--- src/rtl/player_lane_controller.sv ---
// Player lane, fire cooldown, lives and game-over tracking for the playfield.
// Define PLAYER_WRAP_EN to make lane movement wrap around instead of saturating.
module player_lane_controller #(
  parameter int NUM_LANES  = 8,
  parameter int LANE_W     = $clog2(NUM_LANES),
  parameter int START_LANE = 0,
  parameter int LIVES      = 3,
  parameter int COOLDOWN   = 4,
  parameter int INVULN     = 8
) (
  input  logic                 clk,
  input  logic                 rst,
  input  logic                 button_up,
  input  logic                 button_down,
  input  logic                 button_fire,
  input  logic                 projectile_hit,
  output logic [NUM_LANES-1:0] lane_onehot,
  output logic [LANE_W-1:0]    lane_idx,
  output logic                 fire_pulse,
  output logic [LANE_W-1:0]    fire_lane,
  output logic [3:0]           lives,
  output logic                 invulnerable,
  output logic                 game_over
);

  typedef enum logic [1:0] {ST_PLAY, ST_HIT, ST_OVER} state_t;

  localparam int CD_W  = (COOLDOWN < 1) ? 1 : $clog2(COOLDOWN + 1);
  localparam int INV_W = (INVULN < 1) ? 1 : $clog2(INVULN + 1);
  localparam logic [LANE_W-1:0] START_IDX = LANE_W'(START_LANE);
  localparam logic [LANE_W-1:0] LAST_IDX  = LANE_W'(NUM_LANES - 1);
  localparam logic [3:0]        LIVES_INIT = 4'(LIVES);

  state_t            state, state_n;
  logic [2:0]        btn_s1, btn_s2, btn_prev, btn_edge;
  logic              hit_prev, hit_edge;
  logic              up_edge, down_edge, fire_edge;
  logic [CD_W-1:0]   cooldown, cooldown_n;
  logic [INV_W-1:0]  inv_cnt, inv_cnt_n;
  logic [LANE_W-1:0] lane_move, lane_n, fire_lane_n;
  logic [3:0]        lives_n;
  logic              fire_pulse_n;

  // Buttons are asynchronous: two-flop synchroniser plus a history flop per button.
  always_ff @(posedge clk or posedge rst) begin
    if (rst) begin
      btn_s1   <= '0;
      btn_s2   <= '0;
      btn_prev <= '0;
      hit_prev <= 1'b0;
    end else begin
      btn_s1   <= {button_fire, button_down, button_up};
      btn_s2   <= btn_s1;
      btn_prev <= btn_s2;
      hit_prev <= projectile_hit;
    end
  end

  assign btn_edge  = btn_s2 & ~btn_prev;
  assign up_edge   = btn_edge[0];
  assign down_edge = btn_edge[1];
  assign fire_edge = btn_edge[2];
  assign hit_edge  = projectile_hit & ~hit_prev;

  always_comb begin
    lane_move = lane_idx;
    if (up_edge && !down_edge) begin
      if (lane_idx == LAST_IDX) begin
`ifdef PLAYER_WRAP_EN
        lane_move = '0;
`else
        lane_move = LAST_IDX;
`endif
      end else begin
        lane_move = lane_idx + LANE_W'(1);
      end
    end else if (down_edge && !up_edge) begin
      if (lane_idx == '0) begin
`ifdef PLAYER_WRAP_EN
        lane_move = LAST_IDX;
`else
        lane_move = '0;
`endif
      end else begin
        lane_move = lane_idx - LANE_W'(1);
      end
    end
  end

  // The shot samples the lane before any same-cycle move; a hit is resolved after the shot.
  always_comb begin
    state_n      = state;
    lane_n       = lane_idx;
    fire_pulse_n = 1'b0;
    fire_lane_n  = fire_lane;
    lives_n      = lives;
    inv_cnt_n    = inv_cnt;
    cooldown_n   = (cooldown != '0) ? cooldown - CD_W'(1) : cooldown;

    case (state)
      ST_PLAY, ST_HIT: begin
        lane_n = lane_move;
        if (fire_edge && cooldown == '0) begin
          fire_pulse_n = 1'b1;
          fire_lane_n  = lane_idx;
          cooldown_n   = CD_W'(COOLDOWN);
        end
        if (state == ST_PLAY) begin
          if (hit_edge) begin
            if (lives > 4'd1) begin
              lives_n   = lives - 4'd1;
              inv_cnt_n = INV_W'(INVULN);
              state_n   = ST_HIT;
            end else begin
              lives_n = 4'd0;
              state_n = ST_OVER;
            end
          end
        end else begin
          if (inv_cnt <= INV_W'(1)) begin
            inv_cnt_n = '0;
            state_n   = ST_PLAY;
          end else begin
            inv_cnt_n = inv_cnt - INV_W'(1);
          end
        end
      end
      ST_OVER: begin
        if (fire_edge) begin
          lives_n    = LIVES_INIT;
          lane_n     = START_IDX;
          cooldown_n = CD_W'(COOLDOWN);
          state_n    = ST_PLAY;
        end
      end
      default: state_n = ST_PLAY;
    endcase
  end

  always_ff @(posedge clk or posedge rst) begin
    if (rst) begin
      state       <= ST_PLAY;
      lane_idx    <= START_IDX;
      lane_onehot <= NUM_LANES'(1) << START_IDX;
      fire_pulse  <= 1'b0;
      fire_lane   <= START_IDX;
      lives       <= LIVES_INIT;
      cooldown    <= '0;
      inv_cnt     <= '0;
    end else begin
      state       <= state_n;
      lane_idx    <= lane_n;
      lane_onehot <= NUM_LANES'(1) << lane_n;
      fire_pulse  <= fire_pulse_n;
      fire_lane   <= fire_lane_n;
      lives       <= lives_n;
      cooldown    <= cooldown_n;
      inv_cnt     <= inv_cnt_n;
    end
  end

  assign invulnerable = (state == ST_HIT);
  assign game_over    = (state == ST_OVER);

endmodule

--- config.mk ---
export PLATFORM = sky130hd
export DESIGN_NAME = player_lane_controller
export DESIGN_NICKNAME = d
export VERILOG_FILES = /design/src/rtl/player_lane_controller.sv
export SDC_FILE = /design/constraint.sdc
export NUM_CORES = 1
export LEC_CHECK = 0
export CORE_MARGIN = 10
export CORE_UTILIZATION = 38
export DETAILED_ROUTE_END_ITERATION = 8
export SYNTH_ARGS = -nofsm -noshare
export SYNTH_HDL_FRONTEND = slang
export SYNTH_SLANG_ARGS = --single-unit
--- constraint.sdc ---
create_clock -name clk -period 3.63 [get_ports clk]
set_clock_uncertainty 0.05 [all_clocks]
set_input_delay 0.363 -clock clk [delete_from_list [all_inputs] [get_ports clk]]
set_output_delay 0.363 -clock clk [all_outputs]
set_load 0.01 [all_outputs]
==> Yosys cells after proc, flatten, opt, wreduce, memory -nomap -nowiden <==
Index checks and enable logic that the tools add are counted.
{ "word_totals": {"register_bits": 38, "input_bits": 6} }
{ "op_classes": {"addsub": 5, "magnitude_cmp": 2, "n_eq_ne": 10, "n_shift": 1, "muxes": 27, "n_bitwise": 4, "n_reduce_logical": 15} }
{ "ops": {"columns": ["operator", "count"], "rows": [
  ["two-way mux 4 bit", 8],
  ["two-way mux 3 bit", 8],
  ["case mux 3 bit (2 select lines)", 2],
  ["two-way mux 2 bit", 5],
  ["case mux 4 bit (2 select lines)", 1],
  ["<< shifter 1 x 3 -> 8 bit (first input constant)", 1],
  ["subtractor 4 x 1 -> 4 bit (second input constant)", 2],
  ["logical NOT 3 bit", 2],
  ["inequality test 2 bit (second input constant)", 3],
  ["inequality test 3 bit (second input constant)", 2],
  ["AND reduction 3 bit", 2],
  ["subtractor 3 x 1 -> 3 bit (second input constant)", 2],
  ["> comparator 4 x 1 -> 1 bit (second input constant)", 1],
  ["less-or-equal comparator 4 x 1 -> 1 bit (second input constant)", 1],
  ["inequality test 2 x 1 -> 1 bit (second input constant)", 2],
  ["case mux 2 bit (2 select lines)", 1],
  ["AND reduction 4 bit", 1],
  ["adder 3 x 1 -> 3 bit (second input constant)", 1],
  ["bitwise AND 3 bit", 1],
  ["== test 3 bit (second input constant)", 1],
  ["logical AND 1 bit", 3],
  ["NOT 3 bit", 1],
  ["nonzero test 3 bit", 1],
  ["== test 2 x 1 -> 1 bit (second input constant)", 1],
  ["9 further kinds", 11]
]} }

==> Logic depth before layout (Yosys ltp) <==
Gate-level depths: netlist (run 1).
{ "depth": {"depth_word": 8, "ltp_mapped": 9} }

==> Least setup slack after synthesis (run 1) <==
No wires, ideal clock.
{ "synth_path": {"path_type": "reg-to-reg", "start": "register lives[0]", "end": "register inv_cnt[3]", "setup_ns": 0.138, "arrival_time_ns": 1.710, "required_ns": 3.442, "setup_slack_ns": 1.733, "path_stages_with_launch": 8, "path_buffers": 0, "period_less_slack_ns": 1.897, "path_cell_list": "dfstp_2 inv_1 ha_1 or2_2 a21oi_1 o21bai_1 o41ai_1 o21ai_0"} }
{ "synth_between": {"elab_chain_cells": 3} }
{ "synth_lines": {"columns": ["element", "line_no", "rtl"], "rows": [
  ["start, declared", "21", "output logic [3:0] lives,"],
  ["start signal, assigned", "156", "lives <= lives_n;"],
  ["> comparator 4 x 1 -> 1 bit", "110", "if (lives > 4'd1) begin"],
  ["inequality test 2 x 1 -> 1 bit (no source line)", null, null],
  ["AND reduction 3 bit (no source line)", null, null],
  ["end signal, assigned", "158", "inv_cnt <= inv_cnt_n;"],
  ["end, declared", "39", "logic [INV_W-1:0] inv_cnt, inv_cnt_n;"]
]} }
Every way passes these cells.
A chain may end at the register's enable or synchronous reset.

==> Final worst setup path (run 1) <==
{ "layout_path": {"start": "register state[1]", "end": "output port game_over"} }
{ "layout_between": {"elab_chain_cells": 1} }
{ "layout_lines": {"columns": ["element", "line_no", "rtl"], "rows": [
  ["start, declared", "34", "state_t state, state_n;"],
  ["start signal, assigned", "151", "state <= state_n;"],
  ["== test 2 bit", "163", "assign game_over = (state == ST_OVER);"],
  ["end, declared", "23", "output logic game_over"]
]} }
Every way passes these cells.

==> flow_summary_export.csv, run 1 <==
group,metric,value,unit
placed_design,dp.cells,234,
flow_run,drv_cap,0,
timing,fmax,448,MHz
cts,clockBufferDepth,2,
timing,hold_viol_final,0,
pwr,sw_frac_of_total,35.8,%
final_layout,final_cell_area,0.00216,sq mm
synthesis,synthCells,157,
worst_setup_path,worstRegToRegCells,7,
synthesis,synth-compound-area-share,10.2,%
min_path,min_path_cells,0,
worst_setup_path,worstSetupStartpoint,"state[1]",
min_path,min_from,"btn_s1[0]",
synthesis,synth_top_area_cell,"dfrtp_1",
drt,drt.antenna.violating_nets,0,
pwr,peakVddDrop,401,uV
drt,wl_per_cell,14.5,um
worst_setup_path,cp-end-kind,"output pin",
cts,clk_latency,0.29,ns
timing,grt_setup_unrepaired,"no",
cts,cts.sinks,38,
timing,fin_crit_sh,61.4,%
drt,vias,1219,
worst_setup_path,cp_cell_sequence,"nand2b_1 -> inv_1 -> clkdlybuf4s50_1",
timing,drv_slew,0,
min_path,hold-path-endpoint,"btn_s2[0]",
worst_setup_path,worst-path-buf-inv,2,
timing,worstMarginPinSlew,0.540,ns
synthesis,yosys.cell_types.count,38,
synthesis,yosys.area.top_type_share,51.0,%
worst_setup_path,cp.required,3.22,ns
floorplanning,die_w,87.2,um
worst_setup_path,reg2reg_slack,1.55,ns
synthesis,async_reset_ff_share,100,%
floorplanning,dieArea,0.00761,sq mm
placed_design,globalplace.congestion,0.862,
synthesis,yosys.area_share.simple,18.2,%
timing,setup_viol,0,
floorplanning,rows,24,
pwr,pwr_density_cell,829,mW/mm^2
drt,drcViolationCount,0,
worst_setup_path,timing.rr.end,"inv_cnt[3]",
placed_design,dp_hpwl,2510,um
drt,wl,3510,um
cts,cts_resized,0,
synthesis,synth_flop_cell,"dfrtp_1",
cts,numCtsBuffers,5,
synthesis,synth_top_family_by_area,"simple AND/OR/NAND/NOR gates",
synthesis,synth_xor_area_share,1.53,%
cts,htree_num_levels,2,
worst_setup_path,crit_arrival,1.82,ns
status,status,"finished, final reports clean",
placed_design,io_buffer_count,26,
synthesis,ys_ff_latch,38,
cts,cts_hold_buf,0,
synthesis,synth_edf_count,0,
worst_setup_path,slowest_stage,"dfrtp_1",
synthesis,yosysMostFrequentCell,"dfrtp_1",
timing,max_slew_margin,64.0,%
synthesis,synth_common_cells,"dfrtp_1, nor2_1, inv_1, ha_1, o21ai_0",
final_layout,fin_cells,242,
global_routing,grtUsageTotal,10.3,%
floorplanning,core,0.00435,sq mm
global_routing,grt_pass1_wl,6220,um
pwr,pwr-share-seq,38.8,%
min_path,min_path_type,"flip-flop to flip-flop",
synthesis,synth_mux_area_share,3.13,%
placed_design,dp_slack,1.62,ns
cts,root_buffer,"clkbuf_8",
global_routing,grt_pass1_vias,1327,
floorplanning,start_util,39.5,%
floorplanning,ioPinCount,27,
global_routing,grt.overflow.total,0,
worst_setup_path,critPathTopFamily,"flip-flops",
drt,dr.pass1.iters,4,
floorplanning,fp.dieH,87.2,um
pwr,clkPwrFrac,20.2,%
final_layout,drive_above_1_share,11.6,%
timing,whs,0.302,ns
pwr,switchingPower,0.640,mW
final_layout,n_antenna_cell,0,
synthesis,synth_nets,173,
timing,final.min_clock_period,2.23,ns
final_layout,final_net_count,205,
synthesis,synth.avg_cell_area,10.9,sq um
synthesis,yosysSeqAreaShare,55.6,%
placed_design,postPlaceCellArea,0.00204,sq mm
final_layout,area_growth,25.6,%
cts,path_clk_slew,0.07,ns
synthesis,synthAdderAreaFrac,7.28,%
worst_setup_path,worstReg2RegStart,"lives[0]",
global_routing,antenna_found_initial,0,
synthesis,ys_warn_count,0,
drt,routed_via_density,5.04,
drt,drtIter0Drc,59,
cts,cts_tree,"done",
timing,setup-tns-final,0,ns
pwr,power_leakage,0.969,nW
timing,final.setup.worst_slack,1.40,ns
global_routing,grt_start_max_net_pins,39,
worst_setup_path,critPathMaxFanout,17,
worst_setup_path,startpoint_type,"flip-flop",
synthesis,syn_area,0.00172,sq mm
worst_setup_path,critical-path-max-stage-delay,0.68,ns
synthesis,yosys-top-cells-area,"dfrtp_1, ha_1, dfstp_2",
pwr,intPower,1.15,mW
cts,postCtsSetupBuffers,0,
pwr,comb_power_share,41.0,%
worst_setup_path,critPathKind,"flip-flop to output pin",
layout by cell type (no fill, tap or decap), drive strengths merged, types with 2 or more instances in the layout:
| master | n |
|---|---|
| a21oi | 2 |
| and3 | 2 |
| clkbuf | 7 |
| clkdlybuf4s50 | 26 |
| dfrtp | 35 |
| dfstp | 3 |
| ha | 10 |
| inv | 16 |
| mux2 | 3 |
| mux2i | 2 |
| nand2 | 8 |
| nand2b | 6 |
| nand3 | 5 |
| nand4b | 2 |
| nor2 | 19 |
| nor3 | 8 |
| o21a | 2 |
| o21ai | 9 |
| o21bai | 2 |
| o22ai | 2 |
| o41ai | 2 |
| xnor2 | 3 |
cell type report:
cell class,count,area [sq um]
Clock buffer,7,86.3
Fill cell,376,2200
Clock inverter,1,30.0
Tap cell,52,65.1
Sequential cell,38,955
Multi-Input combinational cell,101,693
Inverter,16,60.1
Timing Repair Buffer,27,268
how the worst max path moves through the flow:
stage | to | cells after the start
2_1_floorplan | inv_cnt[3] | 7
3_3_place_gp | inv_cnt[3] | 7
3_5_place_dp | inv_cnt[3] | 7
4_1_cts | game_over | 3
5_1_grt | game_over | 3
6_report | game_over | 3
metrics by stage:
step           utilization, %  total power [mW]
4_1_cts                  49.5              1.81
5_1_grt                  49.5              1.95
3_3_place_gp             46.9              1.40
3_5_place_dp             46.9              1.43
6_report                 49.5              1.79
2_1_floorplan               -              1.13
cell families after synthesis:
group / after synthesis
AND/OR/NAND/NOR: 57
flip-flops: 38
AO/OA/AOI/OAI: 26
buffers and inverters: 18
adder cells (fa/ha/maj): 10
multiplexers: 5
XOR/XNOR: 3
layer usage:
layer	track usage [%]	routed length (um)	up-vias
met5	0	0	-
li1	-	-	598
met4	3.19	32	0
met3	6.27	335	4
met1	12.3	1550	582
met2	15.0	1590	35
power groups by stage:
stage / logic [mW] / clock network (mW) / registers [mW]
2_1_floorplan: 0.430 / 0 / 0.697
3_3_place_gp: 0.710 / 0 / 0.691
3_5_place_dp: 0.726 / 0 / 0.700
4_1_cts: 0.746 / 0.373 / 0.693
5_1_grt: 0.831 / 0.397 / 0.717
6_report: 0.733 / 0.361 / 0.694
state kept, by name (all words and copies together), names as in the netlist:
register     flops
fire_pulse       1
btn_prev         3
btn_s1           3
lives            4
hit_prev         1
fire_lane        3
state            2
btn_s2           3
lane_idx         3
inv_cnt          4
lane_onehot      8
cooldown         3
Power figures use the tool's default switching activity.
==> inputs of run 2 (changes only) <==
==> constraint.sdc (replaced) <==
create_clock -name clk -period 2.1 [get_ports clk]
set_clock_uncertainty 0.05 [all_clocks]
set_input_delay 0.21 -clock clk [delete_from_list [all_inputs] [get_ports clk]]
set_output_delay 0.21 -clock clk [all_outputs]
set_load 0.01 [all_outputs]
==> run 2 against run 1 <==
Clock-buffer cell count decreased by 1; sequential power increased by 71%; setup slack got worse by 1.3 ns; via count increased by 4.5%; global-route usage decreased by 0.65 points; final cell count increased by 0.83%; sequential share of layout area decreased by 0.30 points; die area unchanged.
==> flow_summary_export.csv, run 2 (synthesized netlist as in run 1, its figures left out) <==
group,metric,value,unit
status,status,"finished, final reports clean",
global_routing,grt.overflow.total,0,
cts,cts_tree,"done",
final_layout,drive_above_1_share,15.1,%
timing,max_slew_margin,68.7,%
global_routing,antenna_found_initial,0,
timing,fin_crit_sh,95.3,%
placed_design,postPlaceCellArea,0.00205,sq mm
cts,clockBufferDepth,2,
floorplanning,rows,24,
final_layout,layout.cells.most_common,"dfrtp_1",
worst_setup_path,critPathKind,"flip-flop to flip-flop",
placed_design,dp.cells,235,
pwr,report.power.total,3.05,mW
final_layout,fin_cells,244,
drt,drcViolationCount,0,
timing,grt_setup_unrepaired,"no",
floorplanning,die_w,87.2,um
worst_setup_path,worstRegToRegCells,7,
worst_setup_path,worstSetupPathDepth,7,
worst_setup_path,crit_arrival,2.12,ns
cts,root_buffer,"clkbuf_8",
floorplanning,start_util,39.5,%
final_layout,top_regs,"lane_onehot (8), inv_cnt (4), lives (4)",
final_layout,max_flop_register,"lane_onehot",
cts,path_clk_slew,0.08,ns
final_layout,final_cell_area,0.00217,sq mm
drt,dr.pass1.iters,4,
cts,htree_num_levels,2,
cts,clk_latency,0.29,ns
cts,cts.sinks,38,
drt,drt.antenna.violating_nets,0,
drt,wl_per_cell,14.7,um
worst_setup_path,slowest_stage,"dfstp_2",
global_routing,grt_pass1_wl,5920,um
worst_setup_path,worst-path-buf-inv,1,
timing,hold_viol_final,0,
final_layout,largest_reg_flops,8,
pwr,pwr_density_cell,1400,mW/mm^2
placed_design,io_buffer_count,26,
cts,numCtsBuffers,5,
drt,routed_via_density,5.22,
timing,setup-tns-final,0,ns
flow_run,drv_cap,0,
floorplanning,dieArea,0.00761,sq mm
worst_setup_path,critPathMaxFanout,5,
placed_design,globalplace.congestion,0.839,
timing,setup_viol,0,
final_layout,n_antenna_cell,0,
worst_setup_path,critical-path-max-stage-delay,0.57,ns
floorplanning,fp.dieH,87.2,um
pwr,peakVddDrop,583,uV
floorplanning,ioPinCount,27,
timing,final.min_clock_period,2.00,ns
global_routing,grt_pass1_vias,1295,
placed_design,dp_hpwl,2610,um
cts,cts_hold_buf,0,
drt,wl,3590,um
final_layout,final_cell_mix,"dfrtp_1, clkdlybuf4s50_1, nor2_1, inv_1, ha_1",
drt,drtIter0Drc,52,
global_routing,grtUsageTotal,9.62,%
global_routing,grt_start_max_net_pins,39,
final_layout,final_net_count,207,
worst_setup_path,critPathTopFamily,"compound AO/OA/AOI/OAI gates",
final_layout,area_growth,26.6,%
floorplanning,core,0.00435,sq mm
drt,vias,1274,
timing,drv_slew,0,
pwr,power_leakage,0.973,nW
worst_setup_path,cp_cell_sequence,"inv_1 -> ha_1 -> or2_2 -> a21oi_2 -> o21bai_4 -> o41ai_2 -> o21ai_1",
worst_setup_path,startpoint_type,"flip-flop",
timing,fmax,500,MHz
worst_setup_path,cp.required,2.22,ns
min_path,min_path_type,"input pin to async pin",
timing,worstMarginPinSlew,0.469,ns
worst_setup_path,cp-end-kind,"flip-flop",
## run 2: cell count changes in the layout (fill, tap and decap cells not counted), sizes merged
cell	change
buf	+2
bufinv	-1
clkbuf	-1
clkinv	+1
clkinvlp	+1
## run 2: power breakdown
group | internal, mW | leakage [nW] | switching (mW) | total [mW]
clock network | 0.264 | 0.0472 | 0.256 | 0.520
registers | 0.976 | 0.468 | 0.218 | 1.19
logic | 0.657 | 0.458 | 0.678 | 1.34
total | 1.90 | 0.973 | 1.15 | 3.05
## run 2: what timing repair did
item / CTS / global route
setup buffers: 0 / 1
resized for setup: 0 / 6
setup endpoints to repair: 0 / 2
## run 2: worst min-delay path, cell delays in order
cell             delay, ns
clkdlybuf4s50_1       0.39
inv_1                 0.05
buf_4                 0.40
## run 2: path summary, 6_finish.rpt
kind / start / endpoint / slack [ns]
max in group asynchronous: rst / lane_idx[0] / 1.37
min in group clk: button_up / btn_s1[0] / 0.30
max reg2reg: lives[0] / inv_cnt[3] / 0.1
min: rst / lane_idx[1] / 0.28
max: lives[0] / inv_cnt[3] / 0.1
min reg2reg: btn_s1[2] / btn_s2[2] / 0.30
## run 2: per-stage QoR
stage | setup slack [ns] | hold slack, ns | util [%]
6_report | 0.0990 | 0.276 | 49.9
5_1_grt | 0.00668 | 0.311 | 49.9
4_1_cts | 0.0719 | 0.294 | 49.2
3_5_place_dp | 0.0611 | 0.292 | 47.0
3_3_place_gp | 0.164 | 0.283 | 47.0
2_1_floorplan | 0.203 | 0.191 | -
## run 2: layout make-up
type / count / area (sq um)
well taps: 52 / 65.1
clock inverters: 2 / 12.5
flip-flops and latches: 38 / 956
multi-input cells: 101 / 716
inverters: 16 / 60.1
clock buffers: 6 / 82.6
fillers: 374 / 2180
repair buffers: 29 / 283
## run 2: routing by layer
metal / GRT usage [%] / up-vias / share of wire (%)
met2: 13.4 / 44 / 43
met4: 3.19 / 0 / 1.1
met5: 0 / - / 0
li1: - / 607 / -
met3: 5.99 / 7 / 11
met1: 11.9 / 616 / 45
==> inputs of run 3 (changes only) <==
--- a/config.mk
+++ b/config.mk
@@ -8,6 +8,7 @@
 export CORE_MARGIN = 10
 export CORE_UTILIZATION = 38
 export DETAILED_ROUTE_END_ITERATION = 8
+export GPL_ROUTABILITY_DRIVEN = 0
 export SYNTH_ARGS = -nofsm -noshare
 export SYNTH_HDL_FRONTEND = slang
 export SYNTH_SLANG_ARGS = --single-unit
==> results of run 3 <==
The final DEF is identical to that of run 2; final timing and power are the same.
